[config.mk]
export PLATFORM = sky130hd
export DESIGN_NAME = mem_wb_pipe
export DESIGN_NICKNAME = d
export VERILOG_FILES = /design/src/rtl/mem_wb_pipe_pkg.sv /design/src/rtl/mem_wb_pipe_slice.sv /design/src/rtl/mem_wb_pipe.sv
export SDC_FILE = /design/constraint.sdc
export NUM_CORES = 1
export LEC_CHECK = 0
export BUFFER_PORTS_ARGS = -buffer_cell sky130_fd_sc_hd__buf_2
export CAP_MARGIN = 20
export CORE_MARGIN = 2
export CORE_UTILIZATION = 40
export DETAILED_ROUTE_END_ITERATION = 8
export HOLD_SLACK_MARGIN = 0.03
export PLACE_DENSITY_LB_ADDON = 0.1
export SYNTH_ARGS = -nofsm -noshare
export SYNTH_HDL_FRONTEND = slang
export SYNTH_SLANG_ARGS = --single-unit
export TNS_END_PERCENT = 10
[constraint.sdc]
create_clock -name CLK -period 5.5 [get_ports CLK]
set_clock_uncertainty 0.15 [all_clocks]
set_input_delay 0.55 -clock CLK [delete_from_list [all_inputs] [get_ports CLK]]
set_output_delay 0.55 -clock CLK [all_outputs]
set_load 0.03 [all_outputs]
[src/rtl/mem_wb_pipe_pkg.sv]
// Shared definitions for the MEM-to-WB pipeline: slice record, depth limit and zero register.
package mem_wb_pipe_pkg;
  localparam int STAGES_MAX = 4;
  localparam int REG_ZERO   = 0;
  localparam int DW_DEF     = 32;
  localparam int AW_DEF     = 5;

  typedef struct packed {
    logic              valid;
    logic              rfwe;
    logic              sel;
    logic [DW_DEF-1:0] dmout;
    logic [DW_DEF-1:0] aluout;
    logic [AW_DEF-1:0] rtd;
  } mem_wb_slice_t;
endpackage

[src/rtl/mem_wb_pipe_slice.sv]
// One MEM/WB register slice: async active-low clear, hold, and bubble (all-zero) load.
module mem_wb_slice #(
  parameter int DW = 32,
  parameter int AW = 5
) (
  input  logic          CLK,
  input  logic          RSTn,
  input  logic          load_i,
  input  logic          bubble_i,
  input  logic          valid_i,
  input  logic          rfwe_i,
  input  logic          sel_i,
  input  logic [DW-1:0] dm_i,
  input  logic [DW-1:0] alu_i,
  input  logic [AW-1:0] rtd_i,
  output logic          valid_o,
  output logic          rfwe_o,
  output logic          sel_o,
  output logic [DW-1:0] dm_o,
  output logic [DW-1:0] alu_o,
  output logic [AW-1:0] rtd_o
);
  localparam int SW = 3 + 2 * DW + AW;

  logic [SW-1:0] slice_d, slice_q;

  // Bubble takes precedence over both load and hold.
  always_comb begin
    slice_d = slice_q;
    if (bubble_i) begin
      slice_d = '0;
    end else if (load_i) begin
      slice_d = {valid_i, rfwe_i, sel_i, dm_i, alu_i, rtd_i};
    end
  end

  always_ff @(posedge CLK or negedge RSTn) begin
    if (!RSTn) begin
      slice_q <= '0;
    end else begin
      slice_q <= slice_d;
    end
  end

  assign {valid_o, rfwe_o, sel_o, dm_o, alu_o, rtd_o} = slice_q;
endmodule

[src/rtl/mem_wb_pipe.sv]
// MEM-to-WB pipeline of STAGES slices with stall, flush, result mux and youngest-first forwarding.
// Optional retire counter and RetireCnt port enabled by defining MEM_WB_RETIRE_CNT_EN.
module mem_wb_pipe
  import mem_wb_pipe_pkg::*;
#(
  parameter int DW     = 32,
  parameter int AW     = 5,
  parameter int STAGES = 1,
  parameter int CW     = 32
) (
  input  logic          CLK,
  input  logic          RSTn,
  input  logic          ValidM,
  input  logic          RFWEM,
  input  logic          MtoRFSelM,
  input  logic [DW-1:0] RD,
  input  logic [DW-1:0] ALUOutM,
  input  logic [AW-1:0] rtdM,
  input  logic          STALL,
  input  logic          FLUSH,
  input  logic [AW-1:0] rsQ,
  input  logic [AW-1:0] rtQ,
  output logic          ValidW,
  output logic          RFWEW,
  output logic          MtoRFSelW,
  output logic [DW-1:0] DMOutW,
  output logic [DW-1:0] ALUOutW,
  output logic [DW-1:0] ResultW,
  output logic [AW-1:0] rtdW,
  output logic          FwdAHit,
  output logic [DW-1:0] FwdAData,
  output logic          FwdBHit,
  output logic [DW-1:0] FwdBData
`ifdef MEM_WB_RETIRE_CNT_EN
  ,
  output logic [CW-1:0] RetireCnt
`endif
);
  localparam int LAST = STAGES - 1;

  if (STAGES < 1 || STAGES > STAGES_MAX || CW < 1) begin : g_bad_cfg
    $error("mem_wb_pipe: STAGES must be 1..%0d and CW >= 1", STAGES_MAX);
  end

  logic [STAGES-1:0] vld_q, rfwe_q, sel_q;
  logic [DW-1:0]     dm_q  [STAGES];
  logic [DW-1:0]     alu_q [STAGES];
  logic [DW-1:0]     res   [STAGES];
  logic [AW-1:0]     rtd_q [STAGES];

  // Slice 0 takes the bubble on flush; older slices always advance unless a pure stall holds them.
  for (genvar k = 0; k < STAGES; k++) begin : g_slice
    if (k == 0) begin : g_head
      mem_wb_slice #(.DW(DW), .AW(AW)) u_slice (
        .CLK(CLK), .RSTn(RSTn), .load_i(!STALL), .bubble_i(FLUSH),
        .valid_i(ValidM), .rfwe_i(RFWEM), .sel_i(MtoRFSelM),
        .dm_i(RD), .alu_i(ALUOutM), .rtd_i(rtdM),
        .valid_o(vld_q[k]), .rfwe_o(rfwe_q[k]), .sel_o(sel_q[k]),
        .dm_o(dm_q[k]), .alu_o(alu_q[k]), .rtd_o(rtd_q[k])
      );
    end else begin : g_tail
      mem_wb_slice #(.DW(DW), .AW(AW)) u_slice (
        .CLK(CLK), .RSTn(RSTn), .load_i(FLUSH || !STALL), .bubble_i(1'b0),
        .valid_i(vld_q[k-1]), .rfwe_i(rfwe_q[k-1]), .sel_i(sel_q[k-1]),
        .dm_i(dm_q[k-1]), .alu_i(alu_q[k-1]), .rtd_i(rtd_q[k-1]),
        .valid_o(vld_q[k]), .rfwe_o(rfwe_q[k]), .sel_o(sel_q[k]),
        .dm_o(dm_q[k]), .alu_o(alu_q[k]), .rtd_o(rtd_q[k])
      );
    end
    assign res[k] = sel_q[k] ? dm_q[k] : alu_q[k];
  end

  assign ValidW    = vld_q[LAST];
  assign MtoRFSelW = sel_q[LAST];
  assign DMOutW    = dm_q[LAST];
  assign ALUOutW   = alu_q[LAST];
  assign ResultW   = res[LAST];
  assign rtdW      = rtd_q[LAST];
  assign RFWEW     = vld_q[LAST] & rfwe_q[LAST] & (rtd_q[LAST] != AW'(REG_ZERO));

  function automatic logic fwd_match(input logic vld, input logic we,
                                     input logic [AW-1:0] rtd, input logic [AW-1:0] q);
    return vld && we && (rtd == q) && (q != AW'(REG_ZERO));
  endfunction

  // Scan oldest to youngest so the lowest matching index is written last and wins.
  always_comb begin
    FwdAHit  = 1'b0;
    FwdAData = '0;
    FwdBHit  = 1'b0;
    FwdBData = '0;
    for (int k = STAGES - 1; k >= 0; k--) begin
      if (fwd_match(vld_q[k], rfwe_q[k], rtd_q[k], rsQ)) begin
        FwdAHit  = 1'b1;
        FwdAData = res[k];
      end
      if (fwd_match(vld_q[k], rfwe_q[k], rtd_q[k], rtQ)) begin
        FwdBHit  = 1'b1;
        FwdBData = res[k];
      end
    end
  end

`ifdef MEM_WB_RETIRE_CNT_EN
  logic [CW-1:0] retire_d, retire_q;

  // The last slice is consumed whenever the pipe advances, including on flush.
  always_comb begin
    retire_d = retire_q;
    if (ValidW && (FLUSH || !STALL)) begin
      retire_d = retire_q + CW'(1);
    end
  end

  always_ff @(posedge CLK or negedge RSTn) begin
    if (!RSTn) begin
      retire_q <= '0;
    end else begin
      retire_q <= retire_d;
    end
  end

  assign RetireCnt = retire_q;
`endif
endmodule

Yosys cells after proc, flatten, opt, wreduce, memory -nomap -nowiden:

Cells that the tools add are included.

* muxes and demuxes: 7
* divide/modulo/power cells: 0
* $mul: 0
* bitwise operators: 2
* add/subtract/negate cells: 0
* equal/unequal tests: 3
* reductions and logical operators: 8
* shift operators: 0
* order comparisons: 0

Operator list (count)
* two-way mux 72 bit: 2
* two-way mux 32 bit: 3
* nonzero test 5 bit: 3
* equality test 5 bit: 2
* logical AND 1 bit: 5
* bitwise AND 1 bit: 2
* two-way mux 1 bit: 2
* != test 2 x 1 -> 1 bit, second input constant: 1

* bits in read-only memories: 0
* register bits: 72
* memory bits (writable): 0
* memories: 0
* bits in latches: 0
* output and inout port bits: 170
* logic and storage cells: 21

Longest topological paths before layout:

* depth after elaboration: 4
* gate-level depth with buffers: 4

Modules after synthesis:

From an unflattened synthesis, not the netlist that was laid out.

* cell total of the unflattened synthesis: 400
* area, all modules: 4126.5 um2

Modules (own cells, without submodules)
* mem_wb_slice: area each 2940.3 um2, times used 1, cells each 232, sequential area each 1801.7 um2
* mem_wb_pipe: area each 1186.1 um2, times used 1, cells each 168, sequential area each 0.0 um2

Least setup slack after synthesis:

OpenSTA, ideal clock, no wires.

* kind: register to output
* from: register g_slice[0].g_head.u_slice.slice_q[69]
* to: output port FwdAData[17]
* arrival time: 2.266 ns
* setup slack: 2.534 ns
* buffers on the path: 2
* stages on the path, launching flop included: 5
* path through: dfrtp_1 -> buf_2 -> buf_2 -> mux2_2 -> nor4b_1

* word-level cells in the longest chain between the ends: 2

RTL lines
* start, declared: RTL line mem_wb_pipe_slice.sv:25 `logic [SW-1:0] slice_d, slice_q;`
* start signal, assigned: RTL line mem_wb_pipe_slice.sv:41 `slice_q <= slice_d;`
* two-way mux 32 bit: RTL line mem_wb_pipe.sv:70 `assign res[k] = sel_q[k] ? dm_q[k] : alu_q[k];`
* net ResultW[17]: RTL line mem_wb_pipe.sv:28 `output logic [DW-1:0] ResultW,`
* two-way mux 32 bit: RTL line mem_wb_pipe.sv:93 `if (fwd_match(vld_q[k], rfwe_q[k], rtd_q[k], rsQ)) begin`
* end, declared: RTL line mem_wb_pipe.sv:31 `output logic [DW-1:0] FwdAData,`

The timed path passes the listed nets, and every way through them passes these cells.

Worst setup path in the final report:

* from: register g_slice[0].g_head.u_slice.slice_q[0]
* to: output port FwdBData[7]

* word-level cells in the longest chain between the ends: 4

RTL lines
* equality test 5 bit: RTL line mem_wb_pipe.sv:83 `return vld && we && (rtd == q) && (q != AW'(REG_ZERO));`
* logical AND 1 bit (2 in series): RTL line mem_wb_pipe.sv:83
* two-way mux 32 bit: RTL line mem_wb_pipe.sv:97 `if (fwd_match(vld_q[k], rfwe_q[k], rtd_q[k], rtQ)) begin`
* end, declared: RTL line mem_wb_pipe.sv:33 `output logic [DW-1:0] FwdBData`

Every way passes these cells.

==> impl_metrics.toml <==
[yosys]
synth-edff-count = 0
yosys.area.top_type_share_pct = 44.12
yosys.area.top_type = "dfrtp_1"
synthesis.nets = 469
ys_top_cells_by_area = "dfrtp_1 (44%), mux2i_1 (20%), nor4b_1 (7.9%)"
ys_seq_area_share_pct = 44.12
syn_inst = 383
yosys_warnings = 0
avgSynthCellArea_um2 = 10.66
ys_seq_elements = 72
ys_types = 22
synth_top_flop_cell = "dfrtp_1"
synth_area_um2 = 4084
synth_most_common_cell = "mux2i_1"
synth_common_cells = "mux2i_1 (83), nor2_1 (73), dfrtp_1 (72)"
async_reset_ff_share_pct = 100.0

[global_routing]
grt_use_total_pct = 23.91
grt_overflow = 0
first_global_vias = 3791
antenna_found_initial = 0
grt_max_degree = 73
grt_pass1_wl_um = 21020

[clock_network]
clockBufferDepth = 2
cts_buffers = 9
htree_levels = 3
cts_resized = 0
clk_pin_slew_worst_paths_ps = 80
insertion_delay_ps = 330
clock_sinks = 72
cts_setup_buffers = 0
cts_hold_buf = 0
cts_root_buf = "clkbuf_8"
cts_tree = "done"

[critical_path]
crit_path_max_incr_delay_ps = 660
cp_max_fo = 33
critical_path_class = "flop to output pin"
cp_data_arrival_time_ps = 2560
path_buf_inv = 1
required_ps = 4800
crit_path_start_kind = "flop"
path_cells = "xnor2_1, nand3_2, nor4b_1, buf_2"
critPathSlowestCell = "nand3_2"
critPathTopFamily = "simple AND/OR/NAND/NOR gates"
worstSetupEndpointType = "output pin"

[detailed_routing]
routed-via-count = 3929
drt_iter0_drc = 246
drt-pass1-iter-count = 4
viasPerCell = 5.204
wl_um = 13470
final_antenna_net_count = 0
wl_per_cell_um = 17.84
drc = 0

[timing]
max_freq_ghz = 0.3071
fin_tns_setup_ps = 0
period_minus_slack_ps = 3257
finalHoldViolCount = 0
rsz0062_at_grt = "false"
post-route-period-util_pct = 59.21
setup_viol = 0
final_max_slew_viol_count = 0
tightest_slew_ps = 976.7
relSlewSlack_pct = 34.74

[layout]
insertedDiodeCount = 0
drive_above_1_share_pct = 49.68
nNetsFinal = 703
syn_to_final_growth_pct = 37.35
reg_top3 = "g_slice.g_head.u_slice.slice_q: 72 flops"
finalNonFillerCells = 755
largest_reg_flops = 72
fill_cells = 920
largest-register = "g_slice.g_head.u_slice.slice_q"
final_area_um2 = 5609

[outcome]
status = "complete, no violations"

[floorplan]
num_io_pins = 256
die_h_um = 105.0
rows = 36
floorplan.initialDensity_pct = 41.40
core-area_um2 = 9864
design.die.area_um2 = 11030
fp.dieW_um = 105.0

[flow_run]
drv_cap = 0

[power_and_ir_drop]
p_per_area_nw_per_um2 = 240.9
p_leak_nw = 3.164
total_power_mw = 1.351
ir_drop_mv = 0.1211

[place]
post_dp_cell_area_um2 = 5393
hpwl_um = 9304
routabilityCongestion = 0.8342
numPortBuffers = 255
placedCellCount = 738

[min_path]
min_path_type = "primary input to asynchronous set/reset pin"
==> cells by family after synthesis <==
family                    Yosys count  share of synthesized area (%)
and+or+nand+nor                   146                          21.32
muxes                             104                          26.13
DFF                                72                          44.12
buffers and inverters              50                          5.760
xor gates and xnor gates            9                          1.930
AOI/OAI and AO/OA                   2                         0.7353
==> worst paths after layout <==
kind	from	endpoint	slack [ps]	cells past startpoint
max	g_slice[0].g_head.u_slice.slice_q[0]	FwdBData[7]	2240	4
min	RSTn	g_slice[0].g_head.u_slice.slice_q[33]	170	1
max reg2reg	g_slice[0].g_head.u_slice.slice_q[69]	g_slice[0].g_head.u_slice.slice_q[69]	3980	2
min reg2reg	g_slice[0].g_head.u_slice.slice_q[18]	g_slice[0].g_head.u_slice.slice_q[18]	400	2
max in group asynchronous	RSTn	g_slice[0].g_head.u_slice.slice_q[69]	4360	1
min in group CLK	ALUOutM[10]	g_slice[0].g_head.u_slice.slice_q[15]	300	3
==> through the flow <==
stage               hold WS (ps)  worst slack (ps)  utilization (%)
floorplan                  104.4              2534                -
global placement           376.3              2473            54.67
detailed placement         388.5              2398            54.67
CTS                        221.4              2095            56.66
global route               259.1              2032            56.86
finish                     174.4              2243            56.86
==> worst register-to-register path, delay by kind of cell (launching register included) <==
family,cells,cell delay (ps)
flip-flops,1,990
multiplexers,1,170
AND/OR/NAND/NOR,1,130
==> cell usage in the layout (no fill, tap or decap) <==
cell	netlist	final
buf_2	11	253
mux2i_1	83	83
nor2_1	73	73
dfrtp_1	72	71
nor4b_1	37	37
nor4_1	21	21
mux2_2	21	21
inv_1	12	12
xnor2_1	9	9
clkbuf_8	0	9
buf_4	3	7
nor4b_2	5	5
nand3_1	3	2
nor3_1	2	2
clkinvlp_4	0	2
clkinv_4	0	2
clkinv_2	0	2
or4_1	1	1
and2_1	1	1
a21oi_4	0	1
or4_4	1	1
o211ai_4	1	1
nand2_1	1	1
nand3_2	0	1
nor4_2	1	1
bufinv_16	0	1
dfrtp_2	0	1
buf_12	0	1
==> metal layers <==
metal	part of all wire [%]	up-vias	wire length, um	GRT usage (%)
li1	-	1828	-	-
met1	41	1909	5531	30.25
met2	50	183	6768	42.21
met3	7.9	9	1069	4.741
met4	0.73	0	99	5.143
met5	0	-	0	0
==> power by group <==
group | internal, mW | switching (mW)
clock | 0.209 | 0.203
sequential | 0.559 | 0.0331
combinational | 0.117 | 0.229
total | 0.886 | 0.466
==> cell type report <==
type	count	area, um^2	area share (%)
inverters	12	45.04	0.8030
clock buffers	9	123.9	2.208
clock inverters	7	72.57	1.294
repair buffers	261	1339	23.87
flip-flops and latches	72	1803	32.14
well taps	133	166.4	2.967
multi-input cells	261	2059	36.72
Note: power is estimated with default switching activity, not from simulation.
